## config.mk

```make
export PLATFORM = sky130hd
export DESIGN_NAME = microcode_sequencer
export DESIGN_NICKNAME = d
export VERILOG_FILES = /design/src/rtl/cpu4_pkg.sv /design/src/rtl/pc_register.sv /design/src/rtl/microcode_sequencer.sv
export SDC_FILE = /design/constraint.sdc
export NUM_CORES = 1
export LEC_CHECK = 0
export ABC_AREA = 1
export CORE_MARGIN = 5
export CORE_UTILIZATION = 30
export DETAILED_ROUTE_END_ITERATION = 10
export MAX_ROUTING_LAYER = met4
export PLACE_DENSITY_LB_ADDON = 0.2
export SETUP_SLACK_MARGIN = 0.4
export SLEW_MARGIN = 20
export SYNTH_ARGS = -nofsm -noshare
export SYNTH_HDL_FRONTEND = slang
export SYNTH_SLANG_ARGS = --single-unit
```

## constraint.sdc

```tcl
create_clock -name clk -period 1.9 [get_ports clk]
set_clock_uncertainty 0.1 [all_clocks]
set_input_delay 0.475 -clock clk [delete_from_list [all_inputs] [get_ports clk]]
set_output_delay 0.475 -clock clk [all_outputs]
set_load 0.05 [all_outputs]
```

## src/rtl/cpu4_pkg.sv

```systemverilog
// Shared definitions for the 4-bit CPU: control-word bit positions, sequencer states, phases.
// Pure declarations; no timing or backpressure of its own.
package cpu4_pkg;

    localparam int CW_INCPC     = 12;
    localparam int CW_LOADPC_N  = 11;
    localparam int CW_LOADA     = 10;
    localparam int CW_LOADFLAGS = 9;
    localparam int CW_ALU_HI    = 8;
    localparam int CW_ALU_LO    = 6;
    localparam int CW_CSRAM     = 5;
    localparam int CW_WERAM     = 4;
    localparam int CW_OEALU     = 3;
    localparam int CW_OEIN      = 2;
    localparam int CW_CSOUT     = 1;
    localparam int CW_WEOUT     = 0;

    typedef enum logic [1:0] {
        ST_IDLE  = 2'd0,
        ST_FETCH = 2'd1,
        ST_EXEC  = 2'd2
    } state_t;

    localparam logic PH_FETCH = 1'b0;
    localparam logic PH_EXEC  = 1'b1;

endpackage

```

## src/rtl/pc_register.sv

```systemverilog
// Program counter: load has priority over increment; increment wraps at the top address.
// Latency: new value visible one cycle after the enabling edge.
// Backpressure: none; the caller qualifies load/inc with its own stall logic.
module pc_register #(
    parameter int PC_W = 12
) (
    input  logic            clk,
    input  logic            reset,
    input  logic            load,
    input  logic            inc,
    input  logic [PC_W-1:0] load_val,
    output logic [PC_W-1:0] pc
);

    logic [PC_W-1:0] pc_q;
    logic [PC_W-1:0] pc_d;

    always_comb begin
        pc_d = pc_q;
        if (load) begin
            pc_d = load_val;
        end else if (inc) begin
            pc_d = pc_q + PC_W'(1);
        end
    end

    always_ff @(posedge clk or posedge reset) begin
        if (reset) begin
            pc_q <= '0;
        end else begin
            pc_q <= pc_d;
        end
    end

    assign pc = pc_q;

endmodule

```

## src/rtl/microcode_sequencer.sv

```systemverilog
// Fetch/execute sequencer: owns PC, IR and C/Z flags, addresses the microcode ROM, gates its word out.
// Latency: rom_addr registered; ctrl_out combinational from ctrl_word; two cycles minimum per instruction.
// Backpressure: prog_valid low stalls FETCH, and EXEC when the word needs prog_byte; ctrl_out is 0 while stalled.
module microcode_sequencer
    import cpu4_pkg::*;
#(
    parameter int PC_W = 12,
    parameter int CW_W = 13,
    parameter int OP_W = 4
) (
    input  logic            clk,
    input  logic            reset,
    input  logic            run,
    input  logic [7:0]      prog_byte,
    input  logic            prog_valid,
    input  logic [CW_W-1:0] ctrl_word,
    input  logic            alu_c,
    input  logic            alu_z,
    output logic [PC_W-1:0] prog_addr,
    output logic [6:0]      rom_addr,
    output logic [CW_W-1:0] ctrl_out,
    output logic [3:0]      operand,
    output logic            busy
);

    state_t      state_q, state_d;
    logic [7:0]  ir_q, ir_d;
    logic        c_q, c_d;
    logic        z_q, z_d;
    logic [6:0]  rom_addr_q, rom_addr_d;
    logic        pc_load;
    logic        pc_inc;
    logic        need_byte;

    always_comb begin
        state_d   = state_q;
        ir_d      = ir_q;
        c_d       = c_q;
        z_d       = z_q;
        ctrl_out  = '0;
        pc_load   = 1'b0;
        pc_inc    = 1'b0;
        need_byte = !ctrl_word[CW_LOADPC_N] || ctrl_word[CW_INCPC];

        case (state_q)
            ST_IDLE: begin
                if (run) begin
                    state_d = ST_FETCH;
                end
            end
            ST_FETCH: begin
                // Flags deliberately ignored here even if the fetch word sets loadFlags.
                if (prog_valid) begin
                    ctrl_out = ctrl_word;
                    ir_d     = prog_byte;
                    pc_inc   = ctrl_word[CW_INCPC];
                    state_d  = ST_EXEC;
                end
            end
            ST_EXEC: begin
                if (!need_byte || prog_valid) begin
                    ctrl_out = ctrl_word;
                    pc_load  = !ctrl_word[CW_LOADPC_N];
                    pc_inc   = ctrl_word[CW_INCPC];
                    if (ctrl_word[CW_LOADFLAGS]) begin
                        c_d = alu_c;
                        z_d = alu_z;
                    end
                    state_d = run ? ST_FETCH : ST_IDLE;
                end
            end
            default: state_d = ST_IDLE;
        endcase

        // Address the ROM for the state being entered, so EXEC sees the freshly loaded IR and flags.
        rom_addr_d = {ir_d[7 -: OP_W], c_d, z_d, (state_d == ST_EXEC) ? PH_EXEC : PH_FETCH};
    end

    always_ff @(posedge clk or posedge reset) begin
        if (reset) begin
            state_q    <= ST_IDLE;
            ir_q       <= '0;
            c_q        <= 1'b0;
            z_q        <= 1'b0;
            rom_addr_q <= '0;
        end else begin
            state_q    <= state_d;
            ir_q       <= ir_d;
            c_q        <= c_d;
            z_q        <= z_d;
            rom_addr_q <= rom_addr_d;
        end
    end

    pc_register #(
        .PC_W (PC_W)
    ) u_pc (
        .clk      (clk),
        .reset    (reset),
        .load     (pc_load),
        .inc      (pc_inc),
        .load_val (PC_W'({ir_q[3:0], prog_byte})),
        .pc       (prog_addr)
    );

    assign rom_addr = rom_addr_q;
    assign operand  = ir_q[3:0];
    assign busy     = (state_q != ST_IDLE);

endmodule
```

==> results of run 1 <==
==> placed cells by master (no fill, tap or decap), types with 2 or more instances in the layout <==
| cell | instances |
|---|---|
| inv_2 | 2 |
| o21ai_0 | 10 |
| clkbuf_8 | 3 |
| buf_4 | 42 |
| o21bai_1 | 2 |
| dfrtp_1 | 13 |
| nand2_4 | 5 |
| nor2_4 | 16 |
| nand3_4 | 3 |
| inv_1 | 35 |
| buf_8 | 3 |
| buf_12 | 25 |
| buf_6 | 16 |
| a21oi_1 | 2 |
| o21ai_1 | 2 |
| clkdlybuf4s50_1 | 23 |
| ha_4 | 3 |
| mux2_2 | 4 |
| nand3_1 | 22 |
| nand2_8 | 2 |
| nand3_2 | 2 |
| dfrtp_2 | 12 |
| xor2_1 | 2 |
| inv_4 | 2 |
| nor2_1 | 11 |
| nand2_1 | 51 |
| ha_1 | 2 |
| nand4_1 | 2 |
==> state kept, by name (all words and copies together) (netlist names) <==
register  flops
u_pc.pc      12
rom_addr      6
ir_q          5
state_q       2
==> per-stage QoR <==
stage | util | power, uW
finish | 0.6519 | 4910
global route | 0.6519 | 5196
CTS | 0.5970 | 4603
detailed placement | 0.5320 | 3932
global placement | 0.5320 | 3904
floorplan | - | 2752
==> critical path, delay by kind of cell (launching register included) <==
kind / cells / cell delay (ns)
fa+ha+maj: 1 / 0.15
simple gates: 4 / 0.34
flops: 1 / 0.42
buf+inv: 3 / 0.44
==> report_power, final <==
group          switching [uW]  internal, uW
clock                     179           147
combinational            1990          1560
sequential                250           784
==> repair_timing <==
item                       in CTS  in global routing
gates cloned                    2                  1
setup endpoints to repair      38                 44
gates resized for setup        32                 51
setup buffers                  20                 10
pin swaps                      11                 10
==> kinds of logic after synthesis <==
kind of cell | count (synthesis) | share of synthesized area
simple gates | 115 | 0.3168
compound gates | 21 | 0.07492
flops | 25 | 0.4072
mux | 4 | 0.02931
buf+inv | 46 | 0.1197
fa+ha+maj | 5 | 0.04072
xor+xnor | 2 | 0.01140
==> layer usage <==
metal,share of wire,up-vias
li1,-,910
met1,0.40,867
met2,0.54,54
met3,0.045,8
met4,0.015,0
met5,0,-
==> final cells by class <==
type | count | area, um^2 | share of cell area
clock inverters | 1 | 5.005 | 0.001523
flip-flops and latches | 25 | 640.6 | 0.1949
repair buffers | 113 | 1339 | 0.4073
inverters | 41 | 170.2 | 0.05177
well taps | 70 | 87.58 | 0.02665
clock buffers | 3 | 41.29 | 0.01256
multi-input cells | 148 | 1003 | 0.3053
==> final timing paths <==
| check | cells after the start | endpoint |
|---|---|---|
| worst max register to register | 8 | u_pc.pc[2] |
| worst min-delay path | 2 | rom_addr[1] |
| worst min register to register | 2 | rom_addr[1] |
| worst max-delay path | 8 | ctrl_out[9] |
| min in group asynchronous | 3 | rom_addr[0] |
| max in group asynchronous | 3 | u_pc.pc[0] |
==> results.py, run 1 <==
metrics = {
    "placed_design": {
        "dpl.cell_count": 364,
        "dpl_cell_area_um2": 2683,
        "pre_cts_ws_ns": -0.4426,
        "io_buffers": 63,
        "dpl.hpwl_mm": 3.560,
        "gp_congestion": 0.8293,
    },
    "setup_path": {
        "r2r_setup_slack_ns": 0.15,
        "worstPathMaxFanout": 5,
        "r2r_start": "state_q[0]",
        "startpoint_type": "register",
        "critPathRequiredTime_ns": 1.32,
        "cp.arrival_ns": 1.61,
        "startpoint": "state_q[0]",
        "crit_chain": "buf_4, ha_4, nand2_4, nand2_4, nand2_8, buf_16, nor2_4, buf_12",
        "cp_slowest_cell": "dfrtp_1",
        "critPathCaptureType": "output pin",
        "crit_type": "reg2out",
        "cpMostUsedCell": "nand2_4",
        "crit_path_max_incr_delay_ns": 0.42,
    },
    "drt": {
        "drt_wl_total_mm": 5.659,
        "vias_per_cell": 4.586,
        "drc_errors": 0,
        "first_pass_iters": 4,
        "wl_per_cell_um": 14.11,
        "ant_nets": 0,
        "drt_iter0_drc": 152,
        "vias": 1839,
    },
    "clock_tree": {
        "cts-root-buf": "clkbuf_8",
        "clock_latency_ns": 0.27,
        "cts_buffers": 3,
        "path_clk_slew_ns": 0.09,
        "cts.sinks": 25,
        "h-tree-depth": 1,
        "cts_tree": "built",
        "hold_buffers": 0,
        "cts.path.max_buffers": 2,
    },
    "min_path": {
        "hp-class": "reg2reg",
        "worstHoldStart": "rom_addr[1]",
    },
    "timing": {
        "finalCritPeriodShare": 1.150,
        "min_period_ns": 2.186,
        "fmax_ghz": 0.4575,
        "hold_viol_final": 0,
        "timing.final.max_slew_violations": 0,
        "worst_hold_slack_ns": 0.3903,
        "worst_slew_pin_slew_ns": 0.3302,
        "tns_ns": -3.506,
        "layout_setup_ws_ns": -0.2856,
        "slew_headroom": 0.7790,
        "setup_viol": 13,
        "rsz0062_at_grt": "yes",
    },
    "finish": {
        "diodes": 0,
        "nets": 364,
        "fin_area_um2": 3287,
        "drive_gt1_frac": 0.4502,
        "syn_to_final_growth_pct": 113.9,
        "fin_cells": 401,
        "fillCellCount": 391,
    },
    "die": {
        "dieArea_um2": 6653,
        "io_pins": 64,
        "core_um2": 5042,
        "initial_core_util": 0.3047,
        "rows": 26,
        "die_w_um": 81.57,
        "die_h_um": 81.57,
    },
    "synthesis": {
        "synth.net_count": 250,
        "syn_area_um2": 1536,
        "yosysTopAreaCellShare": 0.4072,
        "synthCells": 218,
        "synth_area_leader_cell": "dfrtp_1",
        "synth_edf_count": 0,
        "async_reset_ff_frac": 1.000,
        "synthTopCellsByArea": "dfrtp_1 41%, nand2_1 14%, inv_1 9.8%",
        "postSynthAreaPerCell_um2": 7.048,
        "ys.warnings.count": 0,
        "yosys_most_used_dff": "dfrtp_1",
        "yosys.cell_types.count": 21,
        "synthMostInstantiatedCell": "nand2_1",
        "yosys-top-cells-count": "58 x nand2_1, 40 x inv_1, 26 x nand3_1, 26 x nor2_1, 25 x dfrtp_1",
        "synth.yosys.seq_area_share": 0.4072,
        "ys_ff_latch": 25,
    },
    "job": {
        "max_cap_viol_count": 0,
    },
    "power": {
        "ir_drop_uv": 955.1,
        "leakage_uw": 0.001547,
        "cellPowerDensity_nw_per_um2": 1494,
    },
    "status": {
        "status": "finished, violations left",
        "violations": "negative setup slack",
    },
    "grt": {
        "grt_pass1_wl_mm": 8.631,
        "grt_max_degree": 26,
        "grt_busiest_layer": "met2",
        "use_met3": 0.02741,
        "grt_pass1_vias": 1831,
        "antenna_found_initial": 0,
        "grt_use_met2": 0.2899,
        "grt.overflow.total": 0,
        "met1_usage": 0.2123,
        "track_usage": 0.1709,
    },
}
No activity file was read; power rests on OpenSTA's default activity.
==> run 2, diff against run 1 <==
--- a/config.mk
+++ b/config.mk
@@ -7,12 +7,12 @@
 export LEC_CHECK = 0
 export ABC_AREA = 1
 export CORE_MARGIN = 5
-export CORE_UTILIZATION = 30
+export CORE_UTILIZATION = 43
 export DETAILED_ROUTE_END_ITERATION = 10
 export MAX_ROUTING_LAYER = met4
 export PLACE_DENSITY_LB_ADDON = 0.2
 export SETUP_SLACK_MARGIN = 0.4
-export SLEW_MARGIN = 20
+export SLEW_MARGIN = 10
 export SYNTH_ARGS = -nofsm -noshare
 export SYNTH_HDL_FRONTEND = slang
 export SYNTH_SLANG_ARGS = --single-unit
==> run 2 against run 1 <==
  * The flow now stops in global routing
  * Synthesized cell count stayed put
  * Area after synthesis stayed put
==> results.py, run 2 <==
metrics = {
    "synthesis": {
        "synth_area_leader_cell": "dfrtp_1",
        "synthMostInstantiatedCell": "nand2_1",
        "async_reset_ff_frac": 1.000,
        "postSynthAreaPerCell_um2": 7.048,
        "synth_top_family_by_area": "simple AND/OR/NAND/NOR gates",
        "synth_compound_area_frac": 0.07492,
        "yosys.area_share.simple": 0.3168,
        "ys.warnings.count": 0,
        "synth.yosys.seq_area_share": 0.4072,
        "synthMuxAreaShare": 0.02932,
        "synthXorXnorAreaFrac": 0.01140,
        "syn_area_um2": 1536,
        "yosys-top-cells-count": "58 x nand2_1, 40 x inv_1, 26 x nand3_1, 26 x nor2_1, 25 x dfrtp_1",
        "synth.net_count": 250,
        "synth_edf_count": 0,
        "yosys.area_share.adder": 0.04072,
        "yosys_most_used_dff": "dfrtp_1",
        "yosys.cell_types.count": 21,
        "synthTopCellsByArea": "dfrtp_1 41%, nand2_1 14%, inv_1 9.8%",
        "synthCells": 218,
        "ys_ff_latch": 25,
        "yosysTopAreaCellShare": 0.4072,
    },
    "die": {
        "io_pins": 64,
        "initial_core_util": 0.4533,
        "rows": 21,
        "die_w_um": 69.78,
        "die_h_um": 69.78,
    },
    "status": {
        "status": "stopped before the end",
        "lastStage": "global routing",
        "first-error": "[ERROR DPL-0033] detailed placement checks failed during check placement.",
    },
    "grt": {
        "grt_max_degree": 26,
        "antenna_found_initial": 0,
    },
    "clock_tree": {
        "cts.path.max_buffers": 2,
        "cts-root-buf": "clkbuf_4",
        "hold_buffers": 0,
        "cts.sinks": 25,
        "h-tree-depth": 1,
        "cts_buffers": 3,
    },
    "timing": {
        "worstEndpointType": "primary output",
        "grt_repair_worst_endpoint": "ctrl_out[2]",
    },
    "placed_design": {
        "pre_cts_ws_ns": -0.4620,
        "dpl.hpwl_mm": 3.671,
        "gp_congestion": 0.8625,
        "dpl.cell_count": 340,
        "io_buffers": 63,
    },
}
==> run 2: per-stage QoR <==
step	instance area, um^2	TNS, ns
detailed placement	2665	-6.454
CTS	3090	-4.146
floorplan	1667	-0.2018
global placement	2665	-5.718
==> run 2: cells by family after synthesis <==
kind of cell	count (synthesis)
AO/OA/AOI/OAI	21
XOR/XNOR	2
adder cells (fa/ha/maj)	5
buffers and inverters	46
flip-flops	25
multiplexers	4
AND/OR/NAND/NOR	115
==> run 2: repair_timing <==
action                                  4_1_cts
buffers inserted                             30
gates cloned                                  1
pin swaps                                     9
gates resized for setup                      40
endpoints found under the setup margin       50
==> run 3, diff against run 2 <==
--- a/config.mk
+++ b/config.mk
@@ -7,11 +7,9 @@
 export LEC_CHECK = 0
 export ABC_AREA = 1
 export CORE_MARGIN = 5
-export CORE_UTILIZATION = 43
+export CORE_UTILIZATION = 40
 export DETAILED_ROUTE_END_ITERATION = 10
-export MAX_ROUTING_LAYER = met4
-export PLACE_DENSITY_LB_ADDON = 0.2
-export SETUP_SLACK_MARGIN = 0.4
+export PLACE_DENSITY_LB_ADDON = 0.15
 export SLEW_MARGIN = 10
 export SYNTH_ARGS = -nofsm -noshare
 export SYNTH_HDL_FRONTEND = slang
==> run 3 against run 2 <==
  * The flow now finishes, with violations (negative setup slack)
==> results.py, run 3 (synthesis gave the netlist of run 1 again) <==
metrics = {
    "min_path": {
        "hold-path-endpoint": "rom_addr[1]",
        "min_path_cells": 2,
        "hp-class": "reg2reg",
        "worstHoldStart": "rom_addr[1]",
    },
    "timing": {
        "layout_setup_ws_ns": -0.2974,
        "min_period_ns": 2.197,
        "worst_slew_pin_slew_ns": 0.3894,
        "rsz0062_at_grt": "yes",
        "slew_headroom": 0.7394,
        "finalCritPeriodShare": 1.157,
        "hold_viol_final": 0,
        "setup_viol": 13,
        "fmax_ghz": 0.4551,
        "timing.final.max_slew_violations": 0,
    },
    "setup_path": {
        "r2r_setup_slack_ns": 0.05,
        "cp.arrival_ns": 1.62,
        "r2r_start": "state_q[0]",
        "r2r-end": "u_pc.pc[5]",
        "critPathCaptureType": "output pin",
        "reg2reg_depth": 11,
        "worstPathMaxFanout": 5,
        "crit_type": "reg2out",
        "critPathRequiredTime_ns": 1.32,
        "startpoint_type": "register",
    },
    "drt": {
        "wl_per_cell_um": 14.63,
        "drc_errors": 0,
        "ant_nets": 0,
        "drt_wl_total_mm": 5.296,
        "vias_per_cell": 4.994,
        "first_pass_iters": 4,
        "vias": 1808,
        "drt_iter0_drc": 120,
    },
    "grt": {
        "antenna_found_initial": 0,
        "grt_max_degree": 26,
        "grt_pass1_wl_mm": 8.266,
        "grt_pass1_vias": 1821,
        "track_usage": 0.2040,
        "grt.overflow.total": 0,
    },
    "placed_design": {
        "dpl_cell_area_um2": 2645,
        "io_buffers": 63,
        "gp_congestion": 0.8452,
        "dpl.hpwl_mm": 3.639,
        "dpl.cell_count": 343,
    },
    "finish": {
        "post-route-util": 0.8026,
        "syn_to_final_growth_pct": 92.67,
        "fin_cells": 362,
        "nets": 347,
        "layout_commonest_cell": "nand2_1",
        "drive_gt1_frac": 0.3694,
        "diodes": 0,
        "multi_input_area_um2": 967.2,
        "seq_area_um2": 626.9,
        "largest_register_ffs": 12,
        "fin_area_um2": 2960,
        "mostFrequentLayoutCells": "52 x nand2_1, 44 x buf_4, 37 x inv_1",
        "fillCellCount": 248,
    },
    "clock_tree": {
        "path_clk_slew_ns": 0.09,
        "cts.sinks": 25,
        "cts_buffers": 3,
        "hold_buffers": 0,
        "cts.path.max_buffers": 2,
        "cts-root-buf": "clkbuf_8",
        "cts_tree": "built",
        "h-tree-depth": 1,
        "clock_latency_ns": 0.27,
    },
    "job": {
        "max_cap_viol_count": 0,
    },
    "power": {
        "power_uw": 4636,
        "cellPowerDensity_nw_per_um2": 1566,
        "leakage_uw": 0.001428,
        "ir_drop_uv": 966.3,
    },
    "die": {
        "core_um2": 3689,
        "io_pins": 64,
        "initial_core_util": 0.4166,
        "die_w_um": 71.98,
        "dieArea_um2": 5180,
        "die_h_um": 71.98,
        "rows": 22,
    },
    "status": {
        "status": "finished, violations left",
        "violations": "negative setup slack",
    },
}
run 3: cell type report:
type                       instances  area share
clock inverter                     1    0.001691
clock buffer                       3     0.01395
timing repair buffer              96      0.3719
multi-input combinational        148      0.3267
sequential                        25      0.2117
tap                               48     0.02029
inverter                          41     0.05368
run 3: layer usage:
layer | wire length, um | up-vias | GRT usage
met5 | 0 | - | 0
met2 | 2824 | 90 | 0.3776
met4 | 119 | 0 | 0.09812
met3 | 441 | 10 | 0.04571
met1 | 1910 | 833 | 0.2170
li1 | - | 875 | -
run 3: stage by stage:
stage / setup TNS [ns] / hold WS (ns) / worst slack (ns)
after floorplan: -0.2261 / 0.3542 / -0.03862
after global routing: -4.178 / 0.4314 / -0.3535
after CTS: -3.578 / 0.4027 / -0.3011
after global placement: -6.651 / 0.3691 / -0.4442
final: -3.281 / 0.4096 / -0.2974
after detailed placement: -7.498 / 0.3805 / -0.5016
run 3: worst max-delay path, stage by stage (launching register included):
cell and delay [ns]:
dfrtp_2 0.46, inv_4 0.09, ha_4 0.15, nand2_4 0.06, nand2_4 0.09, nand2_8 0.07
buf_16 0.15, nor2_4 0.13, buf_12 0.15
run 3: worst max path at each step:
stage	start	endpoint	slack [ns]	cells after the start
global route	state_q[1]	ctrl_out[2]	-0.35	8
detailed placement	prog_valid	ctrl_out[11]	-0.50	9
global placement	prog_valid	ctrl_out[11]	-0.44	9
floorplan	state_q[1]	ctrl_out[10]	-0.04	7
finish	state_q[1]	ctrl_out[2]	-0.30	8
CTS	state_q[1]	ctrl_out[5]	-0.30	8
run 3: timing repair:
| action | in CTS | in global routing |
|---|---|---|
| cloned | 1 | 1 |
| pin swaps | 9 | 13 |
| setup endpoints to repair | 17 | 20 |
| buffers inserted | 13 | 2 |
| resized for setup | 27 | 17 |
run 3: power by group:
part	leakage [uW]	switching, uW	internal, uW
Combinational	0.00109	1880	1390
Sequential	0.000309	282	764
Clock	0.0000255	174	147
Total	0.00143	2340	2300
==> run 4, diff against run 3 <==
--- a/config.mk
+++ b/config.mk
@@ -9,8 +9,10 @@
 export CORE_MARGIN = 5
 export CORE_UTILIZATION = 40
 export DETAILED_ROUTE_END_ITERATION = 10
+export GPL_TIMING_DRIVEN = 1
 export PLACE_DENSITY_LB_ADDON = 0.15
 export SLEW_MARGIN = 10
 export SYNTH_ARGS = -nofsm -noshare
 export SYNTH_HDL_FRONTEND = slang
+export SYNTH_HIERARCHICAL = 1
 export SYNTH_SLANG_ARGS = --single-unit
==> run 4 against run 3 <==
  * The flow still finishes with violations (negative setup slack)
  * Critical endpoint is now ctrl_out[5]
  * Fmax increased by 2.4%
  * Synthesized cell count decreased by 2.8%
  * Area after synthesis increased by 0.81%
  * Cell area decreased by 2.2%
  * Register-to-register slack got worse by 0.05 ns
  * Non-clock buffer count decreased by 11
==> results.py, run 4 <==
metrics = {
    "power": {
        "leakage_uw": 0.001377,
        "cellPowerDensity_nw_per_um2": 1635,
        "ir_drop_uv": 932.1,
        "power_uw": 4733,
    },
    "placed_design": {
        "io_buffers": 63,
        "gp_congestion": 0.7768,
        "dpl.hpwl_mm": 3.725,
    },
    "drt": {
        "drt_wl_total_mm": 5.332,
        "first_pass_iters": 4,
        "wl_per_cell_um": 15.41,
        "vias": 1743,
        "vias_per_cell": 5.038,
        "drc_errors": 0,
        "drt_iter0_drc": 135,
        "ant_nets": 0,
    },
    "setup_path": {
        "cpMostUsedCell": "buf_12",
        "crit_chain": "inv_2, ha_4, buf_12, nand2_8, nor2_4, buf_12",
        "cp.arrival_ns": 1.57,
        "worstPathMaxFanout": 6,
        "startpoint_type": "register",
        "cp_slowest_cell": "dfrtp_1",
        "crit_path_max_incr_delay_ns": 0.42,
        "critPathCaptureType": "output pin",
        "crit_type": "reg2out",
        "critPathRequiredTime_ns": 1.32,
        "r2r_start": "state_q[1]",
        "r2r_setup_slack_ns": 0,
        "startpoint": "state_q[1]",
    },
    "synthesis": {
        "synthMostInstantiatedCell": "nand2_1",
        "synth.yosys.seq_area_share": 0.4039,
        "ys.warnings.count": 6,
        "synth_area_leader_cell": "dfrtp_1",
        "postSynthAreaPerCell_um2": 7.307,
        "yosysTopAreaCellShare": 0.4039,
        "synth_edf_count": 0,
        "syn_area_um2": 1549,
        "ys_ff_latch": 25,
        "async_reset_ff_frac": 1.000,
        "yosys.cell_types.count": 24,
        "yosys-top-cells-count": "67 x nand2_1, 31 x inv_1, 25 x dfrtp_1, 16 x nand3_1",
        "yosys_most_used_dff": "dfrtp_1",
        "synthTopCellsByArea": "dfrtp_1 40%, nand2_1 16%, inv_1 7.5%",
        "synthCells": 212,
        "synth.net_count": 244,
    },
    "die": {
        "core_um2": 3716,
        "dieArea_um2": 5217,
        "rows": 22,
        "io_pins": 64,
        "die_w_um": 72.23,
        "die_h_um": 72.23,
        "initial_core_util": 0.4168,
    },
    "timing": {
        "finalCritPeriodShare": 1.130,
        "timing.final.max_slew_violations": 0,
        "slew_headroom": 0.6708,
        "hold_viol_final": 0,
        "rsz0062_at_grt": "yes",
        "min_period_ns": 2.146,
        "layout_setup_ws_ns": -0.2462,
        "setup_viol": 14,
        "fmax_ghz": 0.4659,
        "worst_slew_pin_slew_ns": 0.4933,
    },
    "grt": {
        "grt_use_met2": 0.3731,
        "met1_usage": 0.2463,
        "grt_pass1_vias": 1820,
        "track_usage": 0.2014,
        "grt_busiest_layer": "met2",
        "grt_max_degree": 15,
        "grt.overflow.total": 0,
        "antenna_found_initial": 0,
        "use_met3": 0.03047,
        "grt_pass1_wl_mm": 8.397,
    },
    "finish": {
        "post-route-util": 0.7791,
        "drive_gt1_frac": 0.3658,
        "largest_register_ffs": 12,
        "nets": 331,
        "layout_commonest_cell": "nand2_1",
        "mostFrequentLayoutCells": "63 x nand2_1, 29 x buf_4, 28 x inv_1",
        "syn_to_final_growth_pct": 86.91,
        "diodes": 0,
    },
    "status": {
        "status": "finished, violations left",
        "violations": "negative setup slack",
    },
    "clock_tree": {
        "cts_buffers": 3,
        "path_clk_slew_ns": 0.09,
        "cts-root-buf": "clkbuf_8",
        "cts_tree": "built",
        "hold_buffers": 0,
        "cts.sinks": 25,
        "cts.path.max_buffers": 2,
        "clock_latency_ns": 0.27,
        "h-tree-depth": 1,
    },
    "job": {
        "max_cap_viol_count": 0,
    },
    "min_path": {
        "hp-class": "reg2reg",
        "worstHoldStart": "rom_addr[4]",
    },
}
==> run 4: cell count changes in the layout (fill, tap and decap cells not counted), sizes merged, moves of 3 or more <==
cell	delta
a22oi	+9
buf	-13
dlygate4sd2	+3
inv	-7
mux2	-4
nand2	+17
nand3	-11
nor2	-4
o21ai	-6
==> run 4: worst max-delay path, delay by kind of cell, from the launching register on <==
| kind | cells | cell delay (ns) |
|---|---|---|
| DFF | 1 | 0.42 |
| and+or+nand+nor | 2 | 0.21 |
| adders and majority gates | 1 | 0.31 |
| buffers and inverters | 3 | 0.36 |
==> run 4: worst paths after layout <==
| path | to | cells after the start |
|---|---|---|
| setup / recovery | ctrl_out[5] | 6 |
| hold / removal | rom_addr[4] | 2 |
| setup reg to reg | u_pc/pc[0] | 9 |
| hold reg to reg | rom_addr[4] | 2 |
| max in group asynchronous | state_q[0] | 2 |
| min in group asynchronous | u_pc/pc[8] | 2 |
==> run 4: cell families (layout without fill, tap and decap cells) <==
family / Yosys count / in the layout / synth area share
AO/OA/AOI/OAI: 22 / 22 / 0.09207
XOR/XNOR: 2 / 2 / 0.01131
adder cells (fa/ha/maj): 5 / 5 / 0.04039
AND/OR/NAND/NOR: 119 / 120 / 0.3473
buffers and inverters: 39 / 124 / 0.1050
flip-flops: 25 / 25 / 0.4039
==> run 4: where the power goes <==
part / switching (uW) / leakage (uW) / internal, uW / total (uW)
clock: 169 / 0.0000255 / 147 / 316
sequential: 313 / 0.000319 / 761 / 1070
combinational: 1950 / 0.00103 / 1390 / 3340
total: 2430 / 0.00138 / 2300 / 4730
==> run 4: per-layer routing <==
layer,wire length [um],part of all wire
met4,140,0.026
met5,0,0
met3,284,0.053
met1,2061,0.39
met2,2846,0.53
==> run 4: cell type report <==
cell class | instances | area (um^2)
Clock buffer | 3 | 41.29
Clock inverter | 1 | 5.005
Fill cell | 254 | 820.8
Inverter | 34 | 132.6
Multi-Input combinational cell | 149 | 970.9
Sequential cell | 25 | 625.6
Tap cell | 48 | 60.06
Timing Repair Buffer | 85 | 1052
Timing Repair inverter | 1 | 7.507
==> run 4: timing repair <==
item	in CTS	in global routing
buffers inserted	4	4
gates cloned	1	1
setup endpoints to repair	25	25
resized for setup	15	21
pin swaps	9	6
==> run 4: stage by stage <==
stage                     hold slack, ns   TNS, ns  cell area, um^2  instances  setup slack, ns
after floorplan                   0.2397  -0.03205             1644        212         -0.01955
after global placement            0.3647    -10.68             2636        333          -0.4835
after detailed placement          0.3708    -11.87             2636        333          -0.5454
after CTS                         0.3941    -3.038             2789        342          -0.2664
after global routing              0.4155    -4.200             2895        346          -0.3353
final                             0.3949    -3.051             2895        346          -0.2462
